<file path="src/rtl/selector_pipe_if.sv">
`default_nettype none
// +----------------------------------------------------------------------------+
// | selector_pipe_if : upstream/downstream handshake bundle for selector_pipe   |
// | Revision 1.0                                                                |
// +----------------------------------------------------------------------------+
interface selector_pipe_if #(
  parameter int WIDTH  = 32,
  parameter int NUM_IN = 4,
  parameter int SEL_W  = 2
);
  logic [WIDTH*NUM_IN-1:0] in_data;
  logic [SEL_W-1:0]        in_sel;
  logic                    in_valid;
  logic                    in_ready;
  logic [WIDTH-1:0]        out_data;
  logic                    out_valid;
  logic                    out_ready;
  logic                    sel_err;
  logic [7:0]              err_count;

  modport master (
    output in_data, in_sel, in_valid, out_ready,
    input  in_ready, out_data, out_valid, sel_err, err_count
  );

  modport slave (
    input  in_data, in_sel, in_valid, out_ready,
    output in_ready, out_data, out_valid, sel_err, err_count
  );
endinterface
`default_nettype wire

</file>
<file path="src/rtl/selector_pipe.sv">
`default_nettype none
// +----------------------------------------------------------------------------+
// | selector_pipe : N-way operand selector with registered skid-buffered output |
// | Revision 1.0                                                                |
// +----------------------------------------------------------------------------+
module selector_pipe #(
  parameter int WIDTH  = 32,
  parameter int NUM_IN = 4,
  parameter int SEL_W  = 2
) (
  input  wire logic       clk,
  input  wire logic       rst,
  selector_pipe_if.slave  bus
);

  typedef enum logic [1:0] {
    S_EMPTY = 2'd0,
    S_ONE   = 2'd1,
    S_FULL  = 2'd2
  } state_t;

  localparam logic [7:0] c_ERR_MAX = 8'hFF;

  state_t           state_q,     state_d;
  logic [WIDTH-1:0] main_q,      main_d;
  logic [WIDTH-1:0] skid_q,      skid_d;
  logic             in_ready_q,  in_ready_d;
  logic             out_valid_q, out_valid_d;
  logic             sel_err_q,   sel_err_d;
  logic [7:0]       err_count_q, err_count_d;

  logic [WIDTH-1:0] w_word;
  logic             w_sel_oor;
  logic             w_in_fire;
  logic             w_out_fire;

  // Out-of-range selects yield an all-zero word but still travel down the pipe.
  always_comb begin
    w_word = '0;
    for (int k = 0; k < NUM_IN; k++) begin
      if (bus.in_sel == SEL_W'(k)) begin
        w_word = bus.in_data[k*WIDTH +: WIDTH];
      end
    end
  end

  // When the select width exactly covers NUM_IN no code can be out of range.
  generate
    if (NUM_IN < (1 << SEL_W)) begin : g_oor_chk
      assign w_sel_oor = (int'(bus.in_sel) >= NUM_IN);
    end else begin : g_oor_none
      assign w_sel_oor = 1'b0;
    end
  endgenerate

  assign w_in_fire  = bus.in_valid && in_ready_q;
  assign w_out_fire = out_valid_q && bus.out_ready;

  always_comb begin
    state_d     = state_q;
    main_d      = main_q;
    skid_d      = skid_q;
    sel_err_d   = sel_err_q;
    err_count_d = err_count_q;

    case (state_q)
      S_EMPTY: begin
        if (w_in_fire) begin
          main_d  = w_word;
          state_d = S_ONE;
        end
      end
      S_ONE: begin
        if (w_in_fire && w_out_fire) begin
          main_d = w_word;
        end else if (w_in_fire) begin
          skid_d  = w_word;
          state_d = S_FULL;
        end else if (w_out_fire) begin
          state_d = S_EMPTY;
        end
      end
      S_FULL: begin
        if (w_out_fire) begin
          main_d  = skid_q;
          state_d = S_ONE;
        end
      end
      default: begin
        state_d = S_EMPTY;
      end
    endcase

    if (w_in_fire && w_sel_oor) begin
      sel_err_d = 1'b1;
      if (err_count_q != c_ERR_MAX) begin
        err_count_d = err_count_q + 8'd1;
      end
    end

    // Handshake flags follow the next occupancy so no path from out_ready reaches in_ready.
    in_ready_d  = (state_d != S_FULL);
    out_valid_d = (state_d != S_EMPTY);
  end

  always_ff @(posedge clk or posedge rst) begin
    if (rst) begin
      state_q     <= S_EMPTY;
      main_q      <= '0;
      skid_q      <= '0;
      in_ready_q  <= 1'b1;
      out_valid_q <= 1'b0;
      sel_err_q   <= 1'b0;
      err_count_q <= '0;
    end else begin
      state_q     <= state_d;
      main_q      <= main_d;
      skid_q      <= skid_d;
      in_ready_q  <= in_ready_d;
      out_valid_q <= out_valid_d;
      sel_err_q   <= sel_err_d;
      err_count_q <= err_count_d;
    end
  end

  assign bus.in_ready  = in_ready_q;
  assign bus.out_data  = main_q;
  assign bus.out_valid = out_valid_q;
  assign bus.sel_err   = sel_err_q;
  assign bus.err_count = err_count_q;

endmodule
`default_nettype wire

</file>
<file path="src/flat_wrapper.sv">
// flat-port wrapper written by rule: the top's interface ports become plain ports
module selector_pipe_flat 
#(
  parameter int WIDTH  = 32,
  parameter int NUM_IN = 4,
  parameter int SEL_W  = 2
)
  (clk, rst, bus_in_data, bus_in_sel, bus_in_valid, bus_out_ready, bus_in_ready, bus_out_data, bus_out_valid, bus_sel_err, bus_err_count);
  selector_pipe_if #(.WIDTH(WIDTH), .NUM_IN(NUM_IN), .SEL_W(SEL_W)) bus_i ();
  input  wire logic clk;
  input  wire logic rst;
  input wire logic [$bits(bus_i.in_data)-1:0] bus_in_data;
  input wire logic [$bits(bus_i.in_sel)-1:0] bus_in_sel;
  input wire logic [$bits(bus_i.in_valid)-1:0] bus_in_valid;
  input wire logic [$bits(bus_i.out_ready)-1:0] bus_out_ready;
  output wire logic [$bits(bus_i.in_ready)-1:0] bus_in_ready;
  output wire logic [$bits(bus_i.out_data)-1:0] bus_out_data;
  output wire logic [$bits(bus_i.out_valid)-1:0] bus_out_valid;
  output wire logic [$bits(bus_i.sel_err)-1:0] bus_sel_err;
  output wire logic [$bits(bus_i.err_count)-1:0] bus_err_count;
  assign bus_i.in_data = bus_in_data;
  assign bus_i.in_sel = bus_in_sel;
  assign bus_i.in_valid = bus_in_valid;
  assign bus_i.out_ready = bus_out_ready;
  assign bus_in_ready = bus_i.in_ready;
  assign bus_out_data = bus_i.out_data;
  assign bus_out_valid = bus_i.out_valid;
  assign bus_sel_err = bus_i.sel_err;
  assign bus_err_count = bus_i.err_count;
  selector_pipe #(.WIDTH(WIDTH), .NUM_IN(NUM_IN), .SEL_W(SEL_W)) u_core (.clk(clk), .rst(rst), .bus(bus_i));
endmodule
</file>
<file path="config.mk">
export PLATFORM = sky130hd
export DESIGN_NAME = selector_pipe_flat
export DESIGN_NICKNAME = d
export VERILOG_FILES = /design/src/rtl/selector_pipe_if.sv /design/src/rtl/selector_pipe.sv /design/src/flat_wrapper.sv
export SDC_FILE = /design/constraint.sdc
export NUM_CORES = 1
export LEC_CHECK = 0
export ABC_AREA = 1
export CAP_MARGIN = 10
export CORE_AREA = 4 4 112 114
export CTS_BUF_LIST = sky130_fd_sc_hd__clkbuf_4 sky130_fd_sc_hd__clkbuf_8 sky130_fd_sc_hd__clkbuf_16
export CTS_CLUSTER_DIAMETER = 80
export DETAILED_ROUTE_END_ITERATION = 8
export DIE_AREA = 0 0 116 118
export PLACE_DENSITY = 0.7
export SYNTH_ARGS = -nofsm -noshare
export SYNTH_HDL_FRONTEND = slang
export SYNTH_SLANG_ARGS = --single-unit
</file>
<file path="constraint.sdc">
create_clock -name clk -period 2.1 [get_ports clk]
set_input_delay 0.315 -clock clk [delete_from_list [all_inputs] [get_ports clk]]
set_output_delay 0.315 -clock clk [all_outputs]
set_load 0.01 [all_outputs]
</file>
After elaboration in Yosys (flattened, before gate mapping)

Cells that the tools add are included.

Register bits after elaboration: 68
Bits of input ports: 134
Output and inout port bits: 43
Logic and storage cells: 38

Equal/unequal tests: 9
Muxes and demuxes: 14
Bitwise gates (word level): 1
Reductions and logical operators: 9

Operators by type and width:

| kind                 | number |
|---|---|
| $mux W32             | 7 |
| $pmux W32 S3         | 1 |
| $mux W2              | 5 |
| $eq A2 B2 Y1 const B | 3 |
| $ne A2 B1 Y1 const B | 3 |
| $pmux W2 S3          | 1 |
| $eq A2 B1 Y1 const B | 2 |
| $logic_not A2 Y1     | 2 |
| $reduce_and A4 Y1    | 1 |
| $logic_and A1 B1 Y1  | 3 |
| $reduce_and A3 Y1    | 1 |
| $reduce_bool A3 Y1   | 1 |
| $ne A2 B2 Y1 const B | 1 |
| $reduce_bool A2 Y1   | 1 |
| $not A1 Y1           | 1 |

Longest topological paths before layout

Gate-level depths: netlist (run 1).

Word-level depth: 7
Depth in mapped cells: 9
Depth with buffers taken out: 8

Least setup slack after synthesis (run 1)

No wires, ideal clock.

Kind: reg-to-reg
Start point: register u_core.in_ready_q, in the netlist u_core.bus.in_ready
End point: register u_core.skid_q[8]
Library setup time: 0.132 ns
Arrival: 1.238 ns
Required time: 1.968 ns
Path slack: 0.730 ns
Cell stages (with the launch flop): 8
Buffers on the path: 2
Period minus slack after synthesis: 1.370 ns
Cells stage by stage: dfstp_2 -> nand2_1 -> nor2_1 -> nand3_1 -> buf_2 -> buf_1 -> nand2_1 -> o21ai_1

Longest elaborated chain between the ends: 4

Ends and longest elaborated chain:

| element                                | line                 | RTL |
|---|---|---|
| start: declaration                     | selector_pipe.sv:27  | `logic in_ready_q, in_ready_d;` |
| start signal: assignment               | selector_pipe.sv:119 | `in_ready_q <= in_ready_d;` |
| $logic_and A1 B1 Y1 (*)                | selector_pipe.sv:56  | `assign w_in_fire = bus.in_valid && in_ready_q;` |
| $logic_and A1 B1 Y1                    | selector_pipe.sv:74  | `if (w_in_fire && w_out_fire) begin` |
| $not A1 Y1 (no source line)            | n/a                  |  |
| $reduce_and A3 Y1 (no source line) (*) | n/a                  |  |
| end signal: assignment                 | selector_pipe.sv:118 | `skid_q <= skid_d;` |
| end: declaration                       | selector_pipe.sv:26  | `logic [WIDTH-1:0] skid_q, skid_d;` |

Every way passes the cells marked *; elsewhere a longest branch is shown, timed or not.
A chain may end at the register's enable or synchronous reset.

Final worst setup path (run 1)

Start point: register u_core.in_ready_q, in the netlist u_core.bus.in_ready
End point: output bus_in_ready

RTL lines:

| element          | line               | RTL |
|---|---|---|
| end: declaration | flat_wrapper.sv:16 | `output wire logic [$bits(bus_i.in_ready)-1:0] bus_in_ready;` |

No word-level cell between the ends.

==> results of run 1 <==
==> per-layer routing <==
metal / GRT usage (%) / vias up / wire, microns
li1: - / 2150 / -
met1: 22.5 / 1941 / 5160
met2: 31.0 / 173 / 5960
met3: 5.35 / 27 / 1230
met4: 7.76 / 0 / 381
met5: 0 / - / 0
==> placed cells by master (no fill, tap or decap), types with 2 or more instances in the layout <==
master	instances
or2_0	32
buf_12	3
conb_1	9
inv_1	2
buf_4	9
dfrtp_1	67
nand3_1	64
clkbuf_16	9
buf_2	2
nor2_1	65
clkdlybuf4s50_1	165
inv_2	6
nand2_1	233
clkinv_2	3
o21ai_1	46
o21ai_0	19
==> cell type report <==
| cell class | count | area [sq um] | share of cell area (%) |
|---|---|---|---|
| multi-input cells | 474 | 2050 | 34.1 |
| clock inverters | 3 | 15.0 | 0.250 |
| flip-flops and latches | 68 | 1700 | 28.3 |
| inverters | 8 | 30.0 | 0.500 |
| repair buffers | 179 | 1790 | 29.8 |
| well taps | 143 | 179 | 2.98 |
| clock buffers | 11 | 246 | 4.10 |
==> flip-flops by register name (all words and copies together), names as in the netlist <==
name                  flops
u_core.bus.in_ready       1
u_core.bus.out_data      32
u_core.state_q            2
u_core.skid_q            32
u_core.bus.out_valid      1
==> per-stage QoR <==
stage / total power [mW] / utilization, % / hold WS, ns
6_report: 6.41 / 52.6 / 0.394
5_1_grt: 6.96 / 52.6 / 0.442
4_1_cts: 6.50 / 52.6 / 0.419
3_5_place_dp: 5.14 / 50.3 / 0.466
3_3_place_gp: 5.02 / 50.3 / 0.461
2_1_floorplan: 3.83 / - / 0.459
==> how the worst max path moves through the flow <==
| stage | startpoint | cells past startpoint | slack (ns) | to |
|---|---|---|---|---|
| after floorplan | rst | 1 | 0.08 | u_core.bus.out_data[0] |
| after global placement | bus_out_ready | 10 | 0.34 | u_core.bus.out_data[11] |
| after detailed placement | bus_out_ready | 10 | 0.27 | u_core.bus.out_data[18] |
| after CTS | u_core.bus.in_ready | 1 | 0.40 | bus_in_ready |
| after global routing | u_core.state_q[0] | 6 | 0.27 | u_core.bus.out_data[19] |
| final | u_core.bus.in_ready | 1 | 0.42 | bus_in_ready |
==> kinds of logic (layout without fill, tap and decap cells) <==
logic type	after synthesis	count (layout)	share of synthesized area [%]
AOI/OAI and AO/OA	66	66	8.35
other	1	9	0.0937
DFF	68	68	42.5
and+or+nand+nor	399	399	41.8
buffers and inverters	57	201	7.19
==> power by group through the flow <==
stage	clock network, mW	logic [mW]	registers, mW
final	1.32	2.82	2.27
after CTS	1.36	2.87	2.27
after global placement	0	2.76	2.26
after global routing	1.41	3.19	2.35
after detailed placement	0	2.85	2.29
after floorplan	0	1.45	2.37
==> flow_summary.yaml, run 1 <==
place:
  dp_hpwl_microns: 9390
  port_buffers: 167
  dp_slack_ns: 0.269
  place_area_sq_mm: 0.00575
  dp_cells: 872
  gp_congestion: 0.920
timing:
  min_period_ns: 1.68
  skew_ns: 0.00281
  max_clock_freq_mhz: 596
  max-slew-margin-rel_pct: 61.9
  rsz0062_at_grt: "no"
  worst_slew_pin_slew_ns: 0.571
  finalCritPeriodShare_pct: 79.9
  hold_viol_final: 0
  setup_tns_ns: 0
  setup_viol_count_final: 0
  fin_ws_ns: 0.421
  maxSlewViolCount: 0
setup_path:
  reg2reg_to: "u_core.bus.out_data[18]"
  cp_slowest_cell: "dfstp_2"
  reg2reg_slack_ns: 0.44
  reg2reg_from: "u_core.state_q[0]"
  crit_buf_inv: 1
  cp-start-kind: "flip-flop"
  cp_max_fo: 2
  cp.required_ns: 1.78
  max_stage_delay_ns: 0.52
  endpoint_kind: "primary output"
  worstSetupPathType: "flip-flop to primary output"
  crit_chain: "clkdlybuf4s50_1"
  cp_top_family: "flip-flops"
  cp.arrival_ns: 1.36
  reg2reg_depth: 6
cells_and_area:
  nNetsFinal: 874
  final_cell_area_sq_mm: 0.00601
  drive_gt1_share_pct: 5.38
  area_growth_pct: 50.1
  instances_no_fill: 886
  diodes: 0
  fillers: 1109
clocking:
  post-cts-setup-buffers: 0
  htree_levels: 3
  tritoncts: "built"
  clockBufferDepth: 2
  clock_sinks: 68
  clk_pin_slew_ns: 0.05
  holdBufCountCts: 0
  cts-root-buf: "clkbuf_16"
  cts.repair.resized: 0
  cts_inserted_buffers: 9
  clock_latency_ns: 0.32
drt:
  vias: 4291
  first_pass_iters: 4
  vias_per_cell: 4.84
  drtAntennaViolNets: 0
  routedWlPerCell_microns: 14.4
  initialDrtViolationCount: 201
  drc_errors: 0
  routed_wl_microns: 12700
die:
  start_util_pct: 35.1
  io_pins: 177
  fp.dieArea_sq_mm: 0.0137
  die-height_microns: 118
  dieWidth_microns: 116
  core_region_area_sq_mm: 0.0114
  num_rows: 39
grt:
  antenna_found_initial: 0
  grt_pass1_wl_microns: 20500
  grt_usage_pct: 18.7
  grt_max_degree: 69
  grt_pass1_vias: 4268
  grt_overflow_total: 0
synth:
  synth_top_cell_area_share_pct: 41.9
  synth_ff_type: "dfrtp_1"
  synth_area_leader_cell: "dfrtp_1"
  async_flop_share_pct: 100
  synth_area_leaders: "dfrtp_1, nand2_1, nand3_1"
  ys_ff_latch: 68
  ys_types: 21
  synth_edf_count: 0
  seq_area_frac_synth_pct: 42.5
  post_synth_most_frequent_cells: "nand2_1, dfrtp_1, nand3_1, nor2_1, o21ai_1"
  post-synth-top-count-cell: "nand2_1"
  synth.cell_area_sq_mm: 0.00400
  synthCells: 591
  synth_warnings: 0
  syn_area_per_cell_sq_um: 6.77
power:
  p_switching_mw: 2.31
  p_leak_nw: 2.90
  swShare_pct: 36.1
  pwr_density_cell_mw_per_mm2: 1070
  ir_drop_mv: 0.382
  combPwrFrac_pct: 44.0
  p_int_mw: 4.10
  p_seq_share_pct: 35.4
  p_clk_share_pct: 20.6
worst_hold_path:
  hold_class: "primary input to asynchronous set/reset pin"
run:
  drv_cap: 0
run_status:
  outcome: "finished, final reports clean"
(Power assumes the default switching activity.)
==> inputs of run 2 (changes only) <==
--- a/config.mk
+++ b/config.mk
@@ -12,7 +12,7 @@
 export CTS_CLUSTER_DIAMETER = 80
 export DETAILED_ROUTE_END_ITERATION = 8
 export DIE_AREA = 0 0 116 118
-export PLACE_DENSITY = 0.7
+export PLACE_DENSITY = 0.67
 export SYNTH_ARGS = -nofsm -noshare
 export SYNTH_HDL_FRONTEND = slang
 export SYNTH_SLANG_ARGS = --single-unit
==> constraint.sdc (replaced) <==
create_clock -name clk -period 1.6 [get_ports clk]
set_input_delay 0.24 -clock clk [delete_from_list [all_inputs] [get_ports clk]]
set_output_delay 0.24 -clock clk [all_outputs]
set_load 0.01 [all_outputs]
==> run 2 against run 1 <==
Clock-buffer cell count shrank 2. Global-route usage grew 0.72 points. Register-to-register slack lost 0.28 ns. Cell area grew 2.2%.
==> flow_summary.yaml, run 2 (synthesis gave the netlist of run 1 again) <==
die:
  num_rows: 39
  io_pins: 177
  core_region_area_sq_mm: 0.0114
  dieWidth_microns: 116
  start_util_pct: 35.1
  die-height_microns: 118
  fp.dieArea_sq_mm: 0.0137
setup_path:
  cp.arrival_ns: 1.26
  reg2reg_slack_ns: 0.16
  crit_chain: "clkdlybuf4s50_1"
  cp.required_ns: 1.36
  max_stage_delay_ns: 0.57
  worstSetupPathType: "flip-flop to primary output"
  reg2reg_to: "u_core.bus.out_data[9]"
  endpoint_kind: "primary output"
  cp_top_family: "buffers and inverters"
  reg2reg_from: "u_core.state_q[0]"
  cp-start-kind: "flip-flop"
  cp_slowest_cell: "clkdlybuf4s50_1"
  reg2reg_depth: 6
  cp_max_fo: 2
  crit_buf_inv: 1
place:
  dp_cells: 877
  dp_hpwl_microns: 9710
  gp_congestion: 0.819
  port_buffers: 167
power:
  p_leak_nw: 2.95
  total_power_mw: 8.92
  ir_drop_mv: 0.645
  pwr_density_cell_mw_per_mm2: 1450
clocking:
  cts_inserted_buffers: 9
  clockBufferDepth: 2
  htree_levels: 3
  cts-root-buf: "clkbuf_16"
  clk_pin_slew_ns: 0.06
  tritoncts: "built"
  clock_sinks: 68
  clock_latency_ns: 0.33
  post-cts-setup-buffers: 0
cells_and_area:
  drive_gt1_share_pct: 6.27
  diodes: 0
  layout_commonest_cell: "nand2_1"
  instances_no_fill: 893
  nNetsFinal: 879
  area_growth_pct: 53.5
  final_cell_mix: "nand2_1, clkdlybuf4s50_1, dfrtp_1, nor2_1, nand3_1"
  final_core_util_pct: 53.8
worst_hold_path:
  hold_class: "primary input to asynchronous set/reset pin"
run_status:
  outcome: "finished, final reports clean"
timing:
  skew_ns: 0.00500
  max_clock_freq_mhz: 668
  maxSlewViolCount: 0
  whs_ns: 0.376
  setup_viol_count_final: 0
  finalCritPeriodShare_pct: 93.6
  hold_viol_final: 0
  rsz0062_at_grt: "no"
  min_period_ns: 1.50
drt:
  drc_errors: 0
  vias: 4302
  initialDrtViolationCount: 197
  drtAntennaViolNets: 0
  routed_wl_microns: 13000
  routedWlPerCell_microns: 14.6
  vias_per_cell: 4.82
  first_pass_iters: 4
run:
  drv_cap: 0
grt:
  antenna_found_initial: 0
  grt_pass1_vias: 4476
  grt_overflow_total: 0
  grt_usage_pct: 19.5
  grt_max_degree: 69
  grt_pass1_wl_microns: 21300
-- run 2: cell types whose count changed in the layout (fill, tap and decap cells not counted) --
cell,previous run,this run
buf_12,3,6
buf_4,9,11
bufinv_16,0,2
clkbuf_4,1,0
clkbuf_8,1,0
clkdlybuf4s50_1,165,164
clkinv_4,0,1
clkinvlp_4,0,2
dlygate4sd2_1,0,1
inv_2,6,5
-- run 2: metal layers --
metal | up-vias | part of all wire, % | GRT usage, %
met2 | 125 | 50 | 33.6
met5 | - | 0 | 0
met4 | 0 | 1.3 | 5.95
met1 | 2005 | 42 | 23.7
li1 | 2159 | - | -
met3 | 13 | 7.0 | 4.47
-- run 2: worst max path at each step --
| stage | startpoint | end | slack [ns] | depth (start not counted) |
|---|---|---|---|---|
| after floorplan | u_core.bus.in_ready | u_core.skid_q[8] | 0.23 | 7 |
| after global placement | bus_out_ready | u_core.bus.out_data[27] | 0.02 | 8 |
| after detailed placement | bus_out_ready | u_core.bus.out_data[19] | -0.05 | 10 |
| after CTS | u_core.bus.out_data[8] | bus_out_data[8] | 0.08 | 1 |
| after global routing | u_core.state_q[0] | u_core.bus.out_data[6] | 0.02 | 6 |
| final | u_core.bus.out_data[10] | bus_out_data[10] | 0.10 | 1 |
-- run 2: through the flow --
step	cell area [sq um]	TNS [ns]	setup slack (ns)
floorplan	4040	0	0.230
global placement	5830	0	0.0222
detailed placement	5830	-0.735	-0.0462
CTS	6140	0	0.0770
global route	6140	0	0.0245
finish	6140	0	0.103
-- run 2: power by group --
part           switching [mW]  total, mW  internal (mW)
clock                   0.749       2.11           1.36
sequential              0.466       3.00           2.54
combinational            1.96       3.81           1.85
total                    3.18       8.92           5.74
-- run 2: timing repair --
action                     in CTS  in global routing
resized for setup               1                  0
setup endpoints to repair       1                  0
hold buffers                    0                  0
-- run 2: cell type report --
type / instances / area [sq um]
Multi-Input combinational cell: 474 / 2050
Tap cell: 143 / 179
Timing Repair Buffer: 184 / 1860
Sequential cell: 68 / 1700
Fill cell: 1056 / 5280
Inverter: 8 / 33.8
Clock inverter: 7 / 91.3
Clock buffer: 9 / 225
